### src/rtl/fetch_unit_if.sv
`default_nettype none
//------------------------------------------------------------------------------
// Module   : fetch_unit_if
// Purpose  : Instruction-memory request/response bus plus the decode-side
//            instruction-register handshake of the fetch stage.
// Revision : 1.0 - initial release
//------------------------------------------------------------------------------
interface fetch_unit_if #(
   parameter int PC_W    = 64,
   parameter int INSTR_W = 32
);
   logic               imem_req;
   logic [PC_W-1:0]    imem_addr;
   logic               imem_ack;
   logic               imem_rvalid;
   logic [INSTR_W-1:0] imem_rdata;

   logic               ir_valid;
   logic [INSTR_W-1:0] ir_instr;
   logic [PC_W-1:0]    ir_pc;
   logic               ir_ready;

   modport master (
      output imem_req, imem_addr,
      input  imem_ack, imem_rvalid, imem_rdata,
      output ir_valid, ir_instr, ir_pc,
      input  ir_ready
   );

   modport slave (
      input  imem_req, imem_addr,
      output imem_ack, imem_rvalid, imem_rdata,
      input  ir_valid, ir_instr, ir_pc,
      output ir_ready
   );
endinterface
`default_nettype wire

### src/rtl/fetch_unit.sv
`default_nettype none
//------------------------------------------------------------------------------
// Module   : fetch_unit
// Purpose  : Single-outstanding instruction fetcher with PC-advance strobe and
//            a small instruction FIFO toward decode; flush drops everything.
// Revision : 1.0 - initial release
//------------------------------------------------------------------------------
module fetch_unit #(
   parameter int PC_W    = 64,
   parameter int INSTR_W = 32,
   parameter int DEPTH   = 2
) (
   input  wire logic                   clock,
   input  wire logic                   reset,
   input  wire logic [PC_W-1:0]        pc,
   input  wire logic                   fetch_en,
   input  wire logic                   flush,
   output logic                        pc_advance,
   output logic [$clog2(DEPTH):0]      count,
   fetch_unit_if.master                bus
);
   localparam int c_PTR_W = $clog2(DEPTH);
   localparam logic [c_PTR_W:0] c_DEPTH = (c_PTR_W + 1)'(DEPTH);

   localparam logic [1:0] c_IDLE  = 2'd0;
   localparam logic [1:0] c_REQ   = 2'd1;
   localparam logic [1:0] c_WAIT  = 2'd2;
   localparam logic [1:0] c_DRAIN = 2'd3;

   logic [1:0]         r_state;
   logic [1:0]         w_state_nxt;
   logic [PC_W-1:0]    r_addr;
   logic               r_pc_advance;

   logic [INSTR_W-1:0] r_instr_mem [DEPTH];
   logic [PC_W-1:0]    r_pc_mem    [DEPTH];
   logic [c_PTR_W-1:0] r_wr_ptr;
   logic [c_PTR_W-1:0] r_rd_ptr;
   logic [c_PTR_W:0]   r_count;

   logic w_full;
   logic w_issue;
   logic w_advance;
   logic w_push;
   logic w_pop;

   assign w_full = (r_count == c_DEPTH);

   always_ff @(posedge clock) begin
      if (reset) r_state <= c_IDLE;
      else       r_state <= w_state_nxt;
   end

   always_comb begin
      w_state_nxt = r_state;
      case (r_state)
         c_IDLE:  if (fetch_en && !flush && !w_full) w_state_nxt = c_REQ;
         c_REQ: begin
            if (bus.imem_ack)  w_state_nxt = flush ? c_DRAIN : c_WAIT;
            else if (flush)    w_state_nxt = c_IDLE;
         end
         c_WAIT: begin
            // A flush coinciding with rvalid simply drops the data.
            if (bus.imem_rvalid) w_state_nxt = c_IDLE;
            else if (flush)      w_state_nxt = c_DRAIN;
         end
         c_DRAIN: if (bus.imem_rvalid) w_state_nxt = c_IDLE;
         default: w_state_nxt = c_IDLE;
      endcase
   end

   always_comb begin
      bus.imem_req = (r_state == c_REQ);
      w_issue      = (r_state == c_IDLE) && fetch_en && !flush && !w_full;
      w_advance    = (r_state == c_REQ)  && bus.imem_ack && !flush;
      w_push       = (r_state == c_WAIT) && bus.imem_rvalid && !flush;
      bus.ir_valid = (r_count != '0);
      w_pop        = bus.ir_valid && bus.ir_ready && !flush;
      bus.ir_instr = bus.ir_valid ? r_instr_mem[r_rd_ptr] : '0;
      bus.ir_pc    = bus.ir_valid ? r_pc_mem[r_rd_ptr]    : '0;
   end

   always_ff @(posedge clock) begin
      if (reset) begin
         r_addr       <= '0;
         r_pc_advance <= 1'b0;
      end else begin
         if (w_issue) r_addr <= pc;
         r_pc_advance <= w_advance;
      end
   end

   always_ff @(posedge clock) begin
      if (reset || flush) begin
         r_wr_ptr <= '0;
         r_rd_ptr <= '0;
         r_count  <= '0;
      end else begin
         if (w_push) r_wr_ptr <= r_wr_ptr + 1'b1;
         if (w_pop)  r_rd_ptr <= r_rd_ptr + 1'b1;
         case ({w_push, w_pop})
            2'b10:   r_count <= r_count + 1'b1;
            2'b01:   r_count <= r_count - 1'b1;
            default: r_count <= r_count;
         endcase
      end
   end

   always_ff @(posedge clock) begin
      if (w_push) begin
         r_instr_mem[r_wr_ptr] <= bus.imem_rdata;
         r_pc_mem[r_wr_ptr]    <= r_addr;
      end
   end

   assign bus.imem_addr = r_addr;
   assign pc_advance    = r_pc_advance;
   assign count         = r_count;
endmodule
`default_nettype wire

### src/flat_wrapper.sv
// flat-port wrapper written by rule: the top's interface ports become plain ports
module fetch_unit_flat 
#(
   parameter int PC_W    = 64,
   parameter int INSTR_W = 32,
   parameter int DEPTH   = 2
)
  (clock, reset, pc, fetch_en, flush, pc_advance, count, bus_imem_req, bus_imem_addr, bus_imem_ack, bus_imem_rvalid, bus_imem_rdata, bus_ir_valid, bus_ir_instr, bus_ir_pc, bus_ir_ready);
  fetch_unit_if #(.PC_W(PC_W), .INSTR_W(INSTR_W)) bus_i ();
  input  wire logic clock;
  input  wire logic reset;
  input  wire logic [PC_W-1:0] pc;
  input  wire logic fetch_en;
  input  wire logic flush;
  output logic pc_advance;
  output logic [$clog2(DEPTH):0] count;
  output wire logic [$bits(bus_i.imem_req)-1:0] bus_imem_req;
  output wire logic [$bits(bus_i.imem_addr)-1:0] bus_imem_addr;
  input wire logic [$bits(bus_i.imem_ack)-1:0] bus_imem_ack;
  input wire logic [$bits(bus_i.imem_rvalid)-1:0] bus_imem_rvalid;
  input wire logic [$bits(bus_i.imem_rdata)-1:0] bus_imem_rdata;
  output wire logic [$bits(bus_i.ir_valid)-1:0] bus_ir_valid;
  output wire logic [$bits(bus_i.ir_instr)-1:0] bus_ir_instr;
  output wire logic [$bits(bus_i.ir_pc)-1:0] bus_ir_pc;
  input wire logic [$bits(bus_i.ir_ready)-1:0] bus_ir_ready;
  assign bus_imem_req = bus_i.imem_req;
  assign bus_imem_addr = bus_i.imem_addr;
  assign bus_i.imem_ack = bus_imem_ack;
  assign bus_i.imem_rvalid = bus_imem_rvalid;
  assign bus_i.imem_rdata = bus_imem_rdata;
  assign bus_ir_valid = bus_i.ir_valid;
  assign bus_ir_instr = bus_i.ir_instr;
  assign bus_ir_pc = bus_i.ir_pc;
  assign bus_i.ir_ready = bus_ir_ready;
  fetch_unit #(.PC_W(PC_W), .INSTR_W(INSTR_W), .DEPTH(DEPTH)) u_core (.clock(clock), .reset(reset), .pc(pc), .fetch_en(fetch_en), .flush(flush), .pc_advance(pc_advance), .count(count), .bus(bus_i));
endmodule
### config.mk
export PLATFORM = sky130hd
export DESIGN_NAME = fetch_unit_flat
export DESIGN_NICKNAME = d
export VERILOG_FILES = /design/src/rtl/fetch_unit_if.sv /design/src/rtl/fetch_unit.sv /design/src/flat_wrapper.sv
export SDC_FILE = /design/constraint.sdc
export NUM_CORES = 1
export LEC_CHECK = 0
export BUFFER_PORTS_ARGS = -buffer_cell sky130_fd_sc_hd__buf_2
export CORE_ASPECT_RATIO = 0.8
export CORE_MARGIN = 3
export CORE_UTILIZATION = 55
export CTS_BUF_LIST = sky130_fd_sc_hd__clkbuf_4
export DETAILED_ROUTE_END_ITERATION = 8
export GPL_ROUTABILITY_DRIVEN = 0
export PLACE_DENSITY = 0.89
export SKIP_CTS_REPAIR_TIMING = 1
export SYNTH_ARGS = -nofsm -noshare
export SYNTH_HDL_FRONTEND = slang
export SYNTH_SLANG_ARGS = --single-unit
### constraint.sdc
create_clock -name clock -period 8.7 [get_ports clock]
set_clock_uncertainty 0.05 [all_clocks]
set_input_delay 1.74 -clock clock [delete_from_list [all_inputs] [get_ports clock]]
set_output_delay 1.74 -clock clock [all_outputs]
set_load 0.02 [all_outputs]
==> results.yml, run 1 <==
run_status:
  status: "completed"
worst_setup_path:
  cp_max_fo: 50
  r2r_slack_ps: 6000
  r2r_start: "u_core.count[1]$_SDFFE_PP0P_"
  worstSetupPathType: "reg -> out"
  rr_endpoint: "u_core.bus.imem_addr[52]$_SDFFE_PP0P_"
  required_ps: 6910
  cp.arrival_ps: 3010
  startpoint_type: "flip-flop"
  rr_worst_depth: 4
  endpoint_kind: "output port"
synthesis:
  yosysMostFrequentCell: "edfxtp_1"
  yosysTopAreaCellShare: 0.5392
  synth_edf_count: 192
  yosys_register_bits: 264
  async_reset_ff_frac: 0
  syn_area_um2: 10690
  yosys_most_used_dff: "edfxtp_1"
  synth.avg_cell_area_um2: 14.09
  synth_common_cells: "edfxtp_1, nor2_1, mux2i_1"
  syn_nets: 863
  yosysSeqAreaShare: 0.6740
  yosysTopAreaCell: "edfxtp_1"
  syn-instance-count: 759
  synth.distinct_cells: 33
  ys_warn_count: 0
  synth_area_leaders: "edfxtp_1, dfxtp_1, mux2i_1"
route:
  routed_wl_mm: 25.53
  wire_per_inst_um: 19.18
  dr_wl_met3_mm: 2.749
  via_per_inst: 5.671
  via_count: 7548
  top_layer_used: "met5"
  first_iter_violations: 535
  drt-met1-wl_mm: 9.978
  met2_length_mm: 12.29
  dr.pass1.iters: 5
  antenna_left: 0
  drc: 0
floorplan:
  core_um2: 18610
  dieHeight_um: 130.7
  die_width_um: 161.9
  initial_core_util: 0.5746
  pin_count: 268
  rows: 44
  dieArea_um2: 21160
global_routing:
  grt_max_degree: 74
  grt_pass1_vias: 7341
  grt_pass1_wl_mm: 38.58
  antenna_found_initial: 2
  grt_remaining_overflow: 0
  track_usage: 0.2318
clock_network:
  clock_latency_ps: 680
  cts_buffers: 60
  clock_path_buffers: 3
  cts_tree: "built"
  htree_levels: 2
  clkSlewWorstSetupHoldPaths_ps: 70
  root_buffer: "clkbuf_4"
  clock_sinks: 264
power_and_ir_drop:
  p_int_mw: 1.977
  power_frac_comb: 0.062
  power_mw: 2.561
  power.share.clock: 0.397
  switching_share: 0.2279
  p_switching_mw: 0.5837
  power.leakage_nw: 4.804
  p_per_area_nw_per_um2: 198.4
  ir_drop_mv: 0.1244
  power_frac_seq: 0.541
cells_and_area:
  syn2layout_area_growth_pct: 20.74
  finalNetCount: 1131
  nFillCells: 1320
  seq_area_um2: 7211
  layout-drive-gt1-share: 0.4243
  multi_input_area_um2: 3114
  instances_no_fill: 1331
  design_area_um2: 12910
placed_design:
  dp_hpwl_mm: 15.92
  dp_cells: 1218
  port_buffers: 267
  placed_area_um2: 12070
timing:
  fmax_mhz: 208.4
  slew_headroom: 0.2045
  fin_crit_ps: 4798
  setup_tns_ps: 0
  hold_viol: 0
  worstMarginPinSlew_ps: 1191
  setup_viol: 0
  finalCritPeriodShare: 0.5515
  rsz0062_at_grt: "false"
  finalMaxSlewViolations: 0
min_path:
  hold_path.startpoint: "u_core.bus.imem_addr[5]$_SDFFE_PP0P_"
  hold_end: "u_core.r_pc_mem[0][5]$_DFFE_PP_"
  min_delay_path_depth: 0
  hold_class: "reg -> reg"
run:
  drv_cap: 0
## power groups by stage
stage,Clock (mW),Sequential [mW],Combinational [mW]
6_report,1.02,1.39,0.158
5_1_grt,1.10,1.39,0.168
4_1_cts,1.04,1.39,0.157
3_3_place_gp,0,1.41,0.153
3_5_place_dp,0,1.41,0.157
2_1_floorplan,0,1.43,0.0819
## area by class of cell
type,instances,share of cell area
repair buffers,278,0.1099
flip-flops and latches,264,0.5585
clock buffers,103,0.05990
diodes,1,0.0001938
inverters,2,0.0005815
multi-input cells,421,0.2412
clock inverters,9,0.005137
well taps,253,0.02452
## per-layer routing
metal	vias to the layer above	global-route usage
met4	2	0.07773
met2	418	0.3873
li1	3465	-
met5	-	0
met3	50	0.07091
met1	3613	0.2932
## flip-flops by register name, indices dropped and copies added (netlist names), named ones only
name and cells:
u_core.bus.imem_addr 64, u_core.count 2, u_core.r_state 2, u_core.r_instr_mem 64
u_core.r_wr_ptr 1, u_core.pc_advance 1, u_core.r_pc_mem 128, u_core.r_rd_ptr 1
## through the flow
stage	worst slack (ps)	hold WS, ps	util
3_5_place_dp	4543	417.5	0.6485
6_report	3902	413.3	0.6938
4_1_cts	3829	412.2	0.6937
5_1_grt	3668	424.7	0.6938
2_1_floorplan	1967	470.0	-
3_3_place_gp	4582	404.7	0.6485
## cell usage in the layout (no fill, tap or decap), drive strengths merged, types with 2 or more instances in the layout
| cell type | synthesis | final |
|---|---|---|
| nand2b | 4 | 4 |
| nor3 | 5 | 5 |
| mux2i | 96 | 96 |
| dfxtp | 72 | 72 |
| inv | 2 | 3 |
| nor2 | 101 | 101 |
| clkbuf | 23 | 103 |
| o31ai | 64 | 64 |
| xnor2 | 2 | 2 |
| nand4 | 64 | 64 |
| a21oi | 66 | 66 |
| xor2 | 3 | 3 |
| nor2b | 3 | 3 |
| clkinv | 0 | 6 |
| buf | 49 | 278 |
| o21ai | 2 | 2 |
| edfxtp | 192 | 192 |
## critical path, cell delays in order, from the launching register on
cell and delay (ps):
dfxtp_4 870, buf_4 810, mux2i_1 310, nor2_1 50, buf_2 170
## cell families after synthesis
kind of cell | after synthesis | synth area share
xor gates and xnor gates | 5 | 0.004096
muxes | 96 | 0.08987
buffers and inverters | 74 | 0.03873
adders and majority gates | 1 | 0.001170
and+or+nand+nor | 182 | 0.08355
AOI/OAI and AO/OA | 137 | 0.1086
DFF | 264 | 0.6740
## worst max path at each step
stage	start	to	slack [ps]	cells past startpoint
3_3_place_gp	flip-flop	bus_ir_instr[22]	4580	4
6_report	flip-flop	bus_ir_instr[2]	3900	4
5_1_grt	flip-flop	bus_ir_pc[17]	3670	4
4_1_cts	flip-flop	bus_ir_pc[17]	3830	4
3_5_place_dp	flush	u_core.r_instr_mem[0][3]$_DFFE_PP_	4540	6
2_1_floorplan	flush	u_core.r_instr_mem[0][0]$_DFFE_PP_	1970	3
(Power assumes the default switching activity.)
==> inputs of run 2 (changes only) <==
--- a/config.mk
+++ b/config.mk
@@ -5,10 +5,11 @@
 export SDC_FILE = /design/constraint.sdc
 export NUM_CORES = 1
 export LEC_CHECK = 0
+export ABC_AREA = 1
 export BUFFER_PORTS_ARGS = -buffer_cell sky130_fd_sc_hd__buf_2
 export CORE_ASPECT_RATIO = 0.8
 export CORE_MARGIN = 3
-export CORE_UTILIZATION = 55
+export CORE_UTILIZATION = 54
 export CTS_BUF_LIST = sky130_fd_sc_hd__clkbuf_4
 export DETAILED_ROUTE_END_ITERATION = 8
 export GPL_ROUTABILITY_DRIVEN = 0
==> constraint.sdc (replaced) <==
create_clock -name clock -period 4.7 [get_ports clock]
set_clock_uncertainty 0.05 [all_clocks]
set_input_delay 0.94 -clock clock [delete_from_list [all_inputs] [get_ports clock]]
set_output_delay 0.94 -clock clock [all_outputs]
set_load 0.02 [all_outputs]
==> run 2 against run 1 <==
  * Design area decreased by 5.1%
  * Sequential power grew 84%
  * Critical path depth grew 2
  * Combinational power rose by 54%
  * Via count grew 0.95%
  * Clock-buffer cell count is 8 lower
  * Area after synthesis is 6.2% lower
  * Routed wire length down 2.6%
  * Sequential share of layout area is 3.0 points higher
  * Cell count rose by 6.5%
  * Clock power rose by 72%
  * Critical path type unchanged
  * Critical endpoint is now bus_ir_pc[35]
  * Largest cell class unchanged
==> results.yml, run 2 <==
global_routing:
  grt_remaining_overflow: 0
  antenna_found_initial: 1
  track_usage: 0.2378
  grt_pass1_wl_mm: 38.05
  grt_max_degree: 98
  grt_pass1_vias: 7684
min_path:
  hold_class: "reg -> reg"
  min_delay_path_depth: 0
  hold_end: "u_core.r_pc_mem[0][42]$_DFFE_PP_"
  hold_path.startpoint: "u_core.bus.imem_addr[42]$_SDFFE_PP0P_"
route:
  wire_per_inst_um: 17.55
  first_iter_violations: 598
  dr.pass1.iters: 5
  drc: 0
  via_count: 7620
  antenna_left: 0
  via_per_inst: 5.378
  routed_wl_mm: 24.87
worst_setup_path:
  r2r_slack_ps: 2440
  endpoint_kind: "output port"
  cp_max_fo: 74
  cp_slowest_stage_delay_ps: 830
  r2r_start: "u_core.count[0]$_SDFFE_PP0P_"
  worstSetupStartpoint: "u_core.count[0]$_SDFFE_PP0P_"
  cp.arrival_ps: 3000
  rr_endpoint: "u_core.bus.imem_addr[41]$_SDFFE_PP0P_"
  rr_worst_depth: 5
  critical_path.cell_chain: "inv_2, nand2_1, clkinv_2, buf_4, a21oi_1, buf_2"
  required_ps: 3710
  worstSetupPathType: "reg -> out"
  slowest_stage: "clkinv_2"
  startpoint_type: "flip-flop"
synthesis:
  yosys_most_used_dff: "edfxtp_1"
  syn-instance-count: 864
  yosysTopAreaCellShare: 0.5748
  synth.avg_cell_area_um2: 11.61
  synth.distinct_cells: 20
  yosysMostFrequentCell: "nand2_1"
  syn_area_um2: 10030
  ys_warn_count: 0
  synth_common_cells: "nand2_1, edfxtp_1, a21oi_1"
  yosysTopAreaCell: "edfxtp_1"
  synth_edf_count: 192
  async_reset_ff_frac: 0
  yosys_register_bits: 264
  syn_nets: 968
  yosysSeqAreaShare: 0.7185
  synth_area_leaders: "edfxtp_1, dfxtp_1, nand2_1"
floorplan:
  core_um2: 17750
  dieArea_um2: 20260
  rows: 43
  initial_core_util: 0.5650
  dieHeight_um: 127.9
  pin_count: 268
  die_width_um: 158.4
timing:
  slew_headroom: 0.2347
  finalMaxSlewViolations: 0
  finalCritPeriodShare: 0.8489
  fmax_mhz: 250.6
  setup_viol: 0
  worstMarginPinSlew_ps: 1147
  hold_viol: 0
  setup_tns_ps: 0
  fin_crit_ps: 3990
  rsz0062_at_grt: "false"
clock_network:
  clock_latency_ps: 630
  clock_sinks: 264
  clkSlewWorstSetupHoldPaths_ps: 70
  htree_levels: 2
  clock_path_buffers: 3
  root_buffer: "clkbuf_4"
  cts_buffers: 60
  cts_tree: "built"
cells_and_area:
  syn2layout_area_growth_pct: 22.09
  regMostFlops: "u_core.r_pc_mem"
  layout_commonest_cell: "nand2_1"
  layout_common_cells: "nand2_1, buf_2, edfxtp_1, a21oi_1, clkbuf_4"
  layout-drive-gt1-share: 0.3230
  final_util: 0.6898
  insertedDiodeCount: 0
  nFillCells: 1306
  finalNetCount: 1247
  largest_reg_flops: 128
power_and_ir_drop:
  power_frac_comb: 0.053
  p_switching_mw: 1.025
  power.share.clock: 0.385
  p_per_area_nw_per_um2: 371.8
  ir_drop_mv: 0.2250
  power_frac_seq: 0.561
  switching_share: 0.2250
  p_int_mw: 3.528
  power.leakage_nw: 5.076
placed_design:
  port_buffers: 267
  dp_hpwl_mm: 15.08
run_status:
  status: "completed"
run:
  drv_cap: 0
-- run 2: changes by cell type in the layout (fill, tap and decap cells not counted), sizes merged, moves of 5 or more --
cell    change
o31ai      -64
clkinv     +12
nand4      -62
mux2i      -96
nand3b     +64
a21oi     +101
nand2     +271
inv        +10
nor2       -89
clkbuf      -8
nor3        -5
-- run 2: cells by family after synthesis --
group | Yosys count | synth area share
adders and majority gates | 1 | 0.001247
DFF | 264 | 0.7185
buffers and inverters | 73 | 0.03530
AOI/OAI and AO/OA | 171 | 0.08532
and+or+nand+nor | 355 | 0.1597
-- run 2: layout make-up --
cell class / instances / area (um2) / area share
sequential: 264 / 7211 / 0.5888
timing repair buffer: 275 / 1421 / 0.1161
tap: 225 / 281.5 / 0.02299
multi-input combinational: 527 / 2499 / 0.2040
clock inverter: 16 / 62.56 / 0.005108
clock buffer: 95 / 713.2 / 0.05823
inverter: 15 / 58.81 / 0.004802
-- run 2: worst max path at each step --
stage,endpoint,slack [ps]
after floorplan,u_core.r_instr_mem[0][0]$_DFFE_PP_,440
after global placement,bus_ir_pc[29],1460
after detailed placement,bus_ir_pc[19],1340
after CTS,bus_ir_pc[35],590
after global routing,bus_ir_pc[35],420
final,bus_ir_pc[35],710
-- run 2: per-layer routing --
layer | up-vias | wire [um] | GRT usage
met5 | - | 13 | 0
met4 | 2 | 374 | 0.07587
met3 | 37 | 2497 | 0.06615
met2 | 400 | 12320 | 0.4127
met1 | 3587 | 9660 | 0.2890
li1 | 3594 | - | -
-- run 2: critical path, delay by kind of cell (launching register included) --
kind,cells,cell delay (ps)
AOI/OAI and AO/OA,1,190
buffers and inverters,4,1650
DFF,1,410
and+or+nand+nor,1,110
-- run 2: power by group through the flow --
stage | sequential [mW] | clock (mW) | combinational, mW
after floorplan | 2.64 | 0 | 0.104
after global placement | 2.60 | 0 | 0.235
after detailed placement | 2.61 | 0 | 0.242
after CTS | 2.55 | 1.79 | 0.243
after global routing | 2.56 | 1.92 | 0.264
final | 2.56 | 1.75 | 0.243
-- run 2: stage by stage --
stage | instance area, um2 | hold WS (ps) | total power [mW] | cells | setup WS (ps)
2_1_floorplan | 10040 | 397.4 | 2.739 | 864 | 437.0
3_3_place_gp | 11470 | 400.3 | 2.838 | 1306 | 1456
3_5_place_dp | 11470 | 404.8 | 2.848 | 1306 | 1343
4_1_cts | 12250 | 373.1 | 4.590 | 1417 | 588.9
5_1_grt | 12250 | 369.8 | 4.746 | 1417 | 423.9
6_report | 12250 | 416.9 | 4.553 | 1417 | 710.0
